[config.mk]
export PLATFORM = sky130hd
export DESIGN_NAME = r_inst_loader
export DESIGN_NICKNAME = d
export VERILOG_FILES = /design/src/rtl/r_inst_loader.sv
export SDC_FILE = /design/constraint.sdc
export NUM_CORES = 1
export LEC_CHECK = 0
export ABC_AREA = 1
export BUFFER_PORTS_ARGS = -buffer_cell sky130_fd_sc_hd__buf_4
export CAP_MARGIN = 25
export CORE_ASPECT_RATIO = 0.7
export CORE_MARGIN = 2
export CORE_UTILIZATION = 63
export DETAILED_ROUTE_END_ITERATION = 12
export GPL_TIMING_DRIVEN = 0
export PLACE_DENSITY = 0.94
export SLEW_MARGIN = 25
export SYNTH_ARGS = -nofsm -noshare
export SYNTH_HDL_FRONTEND = slang
export SYNTH_SLANG_ARGS = --single-unit
[constraint.sdc]
create_clock -name clk -period 6 [get_ports clk]
set_input_delay 0.3 -clock clk [delete_from_list [all_inputs] [get_ports clk]]
set_output_delay 0.3 -clock clk [all_outputs]
set_load 0.1 [all_outputs]
[src/rtl/r_inst_loader.sv]
// rtl/r_inst_loader.sv - R-type command encoder and sequential instruction-memory writer
//
// Accepts compact R-type commands (alu_op, rs, rt, rd), encodes each into a
// 32-bit MIPS R-type word at push time, buffers it in a small FIFO and writes
// the words into instruction memory at consecutive addresses starting from 0.
//
// Ports:
//   clk        rising-edge clock
//   rst        synchronous active-high reset
//   start      one-cycle pulse, begins a session (honoured in IDLE or DONE)
//   len        number of words in the session, latched on an accepted start
//   in_valid   command valid
//   in_ready   command accepted when in_valid && in_ready at a rising edge
//   alu_op     ALU opcode of the command
//   rs/rt/rd   source A, source B and destination registers
//   mem_busy   memory cannot take a write this cycle
//   mem_we     registered one-cycle write strobe
//   mem_addr   registered write word address
//   mem_wdata  registered encoded instruction word
//   busy       high while loading
//   done       high once the session has written all its words

module r_inst_loader #(
    parameter int ADDR_W = 6,
    parameter int DEPTH  = 4
) (
    input  logic              clk,
    input  logic              rst,
    input  logic              start,
    input  logic [ADDR_W:0]   len,
    input  logic              in_valid,
    output logic              in_ready,
    input  logic [2:0]        alu_op,
    input  logic [4:0]        rs,
    input  logic [4:0]        rt,
    input  logic [4:0]        rd,
    input  logic              mem_busy,
    output logic              mem_we,
    output logic [ADDR_W-1:0] mem_addr,
    output logic [31:0]       mem_wdata,
    output logic              busy,
    output logic              done
);

    localparam int PTR_W = $clog2(DEPTH);

    typedef enum logic [1:0] {
        S_IDLE = 2'd0,
        S_RUN  = 2'd1,
        S_DONE = 2'd2
    } state_t;

    state_t state, state_nxt;

    logic [ADDR_W:0]   len_q;
    logic [ADDR_W:0]   acc_cnt;
    logic [ADDR_W:0]   wr_cnt;
    logic [ADDR_W-1:0] addr_q;

    logic [31:0]       fifo_mem [DEPTH];
    logic [PTR_W-1:0]  wr_ptr;
    logic [PTR_W-1:0]  rd_ptr;
    logic [PTR_W:0]    fifo_cnt;

    logic fifo_full;
    logic fifo_empty;
    logic start_acc;
    logic push;
    logic pop;
    logic last_pop;

    function automatic logic [5:0] funct_of(input logic [2:0] op);
        logic [5:0] f;
        case (op)
            3'b100:  f = 6'b100000;
            3'b101:  f = 6'b100010;
            3'b000:  f = 6'b100100;
            3'b001:  f = 6'b100101;
            3'b010:  f = 6'b100110;
            3'b011:  f = 6'b100111;
            3'b110:  f = 6'b101011;
            default: f = 6'b000100;
        endcase
        return f;
    endfunction

    assign fifo_full  = (fifo_cnt == (PTR_W+1)'(DEPTH));
    assign fifo_empty = (fifo_cnt == '0);
    assign start_acc  = start && (state != S_RUN);
    assign push       = in_valid && in_ready;
    assign pop        = (state == S_RUN) && !fifo_empty && !mem_busy && (wr_cnt < len_q);
    assign last_pop   = pop && (wr_cnt == len_q - 1'b1);

    // State register
    always_ff @(posedge clk) begin
        if (rst) begin
            state <= S_IDLE;
        end else begin
            state <= state_nxt;
        end
    end

    // Next-state logic
    always_comb begin
        state_nxt = state;
        case (state)
            S_IDLE, S_DONE: begin
                if (start) begin
                    state_nxt = (len == '0) ? S_DONE : S_RUN;
                end
            end
            S_RUN: begin
                if (last_pop) begin
                    state_nxt = S_DONE;
                end
            end
            default: state_nxt = S_IDLE;
        endcase
    end

    // FSM outputs; in_ready depends only on registered state, never on in_valid
    always_comb begin
        busy     = (state == S_RUN);
        done     = (state == S_DONE);
        in_ready = (state == S_RUN) && !fifo_full && (acc_cnt < len_q);
    end

    // Datapath: counters, FIFO pointers and the registered memory write port
    always_ff @(posedge clk) begin
        if (rst) begin
            len_q     <= '0;
            acc_cnt   <= '0;
            wr_cnt    <= '0;
            addr_q    <= '0;
            wr_ptr    <= '0;
            rd_ptr    <= '0;
            fifo_cnt  <= '0;
            mem_we    <= 1'b0;
            mem_addr  <= '0;
            mem_wdata <= '0;
        end else begin
            mem_we <= 1'b0;
            if (start_acc) begin
                len_q    <= len;
                acc_cnt  <= '0;
                wr_cnt   <= '0;
                addr_q   <= '0;
                wr_ptr   <= '0;
                rd_ptr   <= '0;
                fifo_cnt <= '0;
            end else begin
                if (push) begin
                    wr_ptr  <= wr_ptr + 1'b1;
                    acc_cnt <= acc_cnt + 1'b1;
                end
                if (pop) begin
                    mem_we    <= 1'b1;
                    mem_addr  <= addr_q;
                    mem_wdata <= fifo_mem[rd_ptr];
                    rd_ptr    <= rd_ptr + 1'b1;
                    addr_q    <= addr_q + 1'b1;
                    wr_cnt    <= wr_cnt + 1'b1;
                end
                // Push and pop together leave occupancy unchanged
                if (push && !pop) begin
                    fifo_cnt <= fifo_cnt + 1'b1;
                end else if (pop && !push) begin
                    fifo_cnt <= fifo_cnt - 1'b1;
                end
            end
        end
    end

    // FIFO storage needs no reset; occupancy is tracked by fifo_cnt
    always_ff @(posedge clk) begin
        if (push) begin
            fifo_mem[wr_ptr] <= {6'b000000, rs, rt, rd, 5'b00000, funct_of(alu_op)};
        end
    end

endmodule

==> impl_results.md <==
* Net Sw Frac at around a quarter
* Post-synth EDFFs at 80
* Routability cong. at ~0.9
* Post-DRT Antenna Nets at 0
* Clock latency on the worst-skew pair at 0.42 ns
* Worst EP arrival at 3.44 ns
* Crit path buf inv count at 4
* Layout fillers at between 500 and 600
* Clock power share at 46.9%
* Final wirelength at around 17 mm
* Final setup vio count at 0
* Netlist Area Pre-Place at 6257 um2
* CP endpoint kind: flip-flop
* Core region area at just under 10000 um2
* CTS buffer count at 17
* Final cell utilization of the core at between 70% and 80%
* Crit path launch type: flip-flop
* Slew headroom at 52.24%
* Gr ovfl total at 0
* Pwr/cell area at approximately 320 nW/um2
* Wire length per cell at ~19 um
* Die X at ~120 um
* Crit path cell chain: inv_1, ha_1, a21oi_1, o21ai_0, a21oi_1, nand2_1, inv_1, nand2_2, inv_1, ha_1, inv_1, fa_1, o21ai_0, a21o_1, o21ai_0, a21oi_1
* Maximum vdd ir drop at 0.1963 mV
* DRC errors left at 0
* Port bufs at 58
* Largest net degree at the start of global routing at 21
* Comb power frac at 9.2%
* Post-DP Area at 6924 um2
* Initial DRC Count at 683
* Root Driver: clkbuf_16
* Final setup TNS at 0 ns
* Post-DP HPWL at slightly below 10 mm
* Flops & latches, synth at between 100 and 150
* Drt via density at between 6 and 7
* Kind of critical path: flip-flop to flip-flop
* Final hold viol count at 0
* Shortest period the worst path allows at 3.080 ns
* Outcome: completed
* CTS Sinks at around 140
* Main synth FF type: edfxtp_1
* Routed via count at between 5000 and 6000
* Worst slew pin tran at 0.7147 ns
* Final #Nets at a little under 800
* R2R setup slack at 2.92 ns
* CP top delay family: compound AO/OA/AOI/OAI gates
* Number of diodes at 0
* Net Sw Power at 578.2 uW
* Critical Path RT at between 6 and 7 ns
* CTS H-tree lvls at 4
* Initial core utilization at around 65%
* First-pass GRT wire length at 25.17 mm
* Hold Path Class: primary input to flip-flop
* CP most frequent cell: inv_1
* Post-CTS setup buffer count at 0
* Clock-pin slew on the worst setup and hold paths at 0.06 ns
* Vias in the first global route at 5112
* Die ar. at about 11000 um2
* Final setup skew at between 0.004 and 0.005 ns
* Max Slew Vio Count at 0
* Critical path's slowest cell: dfxtp_1
* Crit-path max FO at 8
* Clock tree buffer depth at 2
* Max-cap viol count at 0
* Post-Synthesis Cells at approximately 650
* I/O pin count at 72
* Drt pass-1 iters at 6
* Synthesis-to-layout area growth at 20.68%
* Pint at 1845 uW
* Core Rows at 30
* Leakage power at 0.002926 uW
* Async set-reset flop share out of synthesis at 0%
* RSZ-0062 raised after global routing: false
* Hold_buf cts at 0
* Initial antenna violation count at 0
* Die H at a little under 90 um
* Achievable frequency at ~320 MHz
* Post-synthesis sequential area ratio at between 50% and 60%
* Synth cell types at 35
* CTS tree: yes
* Yosys warning total at 0
* Design area at ~7600 um2
* Layout cell share with drive strength beyond 1 at between 10% and 20%
* GRT Util Overall at a little under a third
* Avg Inst Size Synth at between 9 and 10 um2
* CTS resizes at 0
* CP peak stage delay at about 0.4 ns
* Final period util at 51.33%
* Register share of total power at ~44%
[cell usage after synthesis, drive strengths merged, types with 2 or more instances]
cell type | n | area [um2]
o21ai | 53 | 265.3
xnor2 | 4 | 35.03
dfxtp | 63 | 1261
nand2 | 128 | 483.0
buf | 22 | 157.7
o22ai | 20 | 125.1
a211oi | 7 | 52.55
clkbuf | 17 | 63.81
nand3 | 17 | 90.09
xor2 | 6 | 52.55
a21oi | 62 | 347.8
nor2 | 86 | 340.3
ha | 22 | 275.3
edfxtp | 80 | 2402
nor3 | 9 | 50.05
inv | 47 | 176.4
nand4 | 2 | 12.51
[cell usage in the layout (no fill, tap or decap), drive strengths merged, types with 5 or more instances in the layout]
cell type    n
ha          22
xor2         6
nand3       17
a21oi       62
nand2      128
conb        12
edfxtp      80
inv         48
nor3         9
dfxtp       63
o22ai       20
bufinv       5
clkbuf      37
o21ai       53
nor2        86
a211oi       7
buf         80
[final timing paths]
path                                     from         endpoint  cells past startpoint
worst min register to register  mem_wdata[17]    mem_wdata[17]                      2
worst max register to register       len_q[6]      fifo_cnt[2]                     16
worst max-delay path                 len_q[6]      fifo_cnt[2]                     16
worst min-delay path                    rd[4]  fifo_mem[2][10]                      1
[cell type report]
type                    instances  area [um2]  share of cell area (%)
well taps                     128       160.2                   2.121
clock buffers                  20       436.7                   5.783
multi-input cells             435        2267                   30.02
plain buffers                  39       221.5                   2.933
inverters                      47       176.4                   2.336
clock inverters                12       190.2                   2.519
repair buffers                 58       435.4                   5.766
flip-flops and latches        143        3664                   48.52
[registers in the layout (all words and copies together) (netlist names), 3 cells and up]
signal,cells
acc_cnt,7
addr_q,6
fifo_cnt,3
fifo_mem,80
len_q,7
mem_addr,6
mem_wdata,20
wr_cnt,7
[stage by stage]
stage	total power (uW)	std cells	worst slack [ns]	hold slack [ns]
5_1_grt	2470	882	2.799	0.07637
3_3_place_gp	1281	850	2.522	0.4559
2_1_floorplan	1235	664	2.610	0.3989
4_1_cts	2406	882	3.008	0.07363
3_5_place_dp	1292	850	3.070	0.4609
6_report	2424	882	2.920	0.07708
[metal layers]
metal  part of all wire [%]  GRT usage, %  vias to the layer above
li1                       -             -                     2362
met1                     37         39.35                     2462
met2                     48         52.24                      453
met3                     12         8.181                       73
met4                    3.4         14.98                        0
met5                      0             0                        -
[cells by family (layout without fill, tap and decap cells)]
family	count (synthesis)	after routing	share of synthesized area, %
xor+xnor	10	10	1.400
flops	143	143	58.55
fa+ha+maj	23	23	4.719
simple gates	245	245	15.92
other cells	1	12	0.05993
buf+inv	86	176	6.359
compound gates	145	145	13.00
[power groups by stage]
stage	clock [uW]	sequential (uW)	combinational (uW)
2_1_floorplan	0	1090	141
3_3_place_gp	0	1080	198
3_5_place_dp	0	1080	208
4_1_cts	1130	1060	216
5_1_grt	1170	1070	236
6_report	1140	1060	222
(Power assumes the default switching activity.)
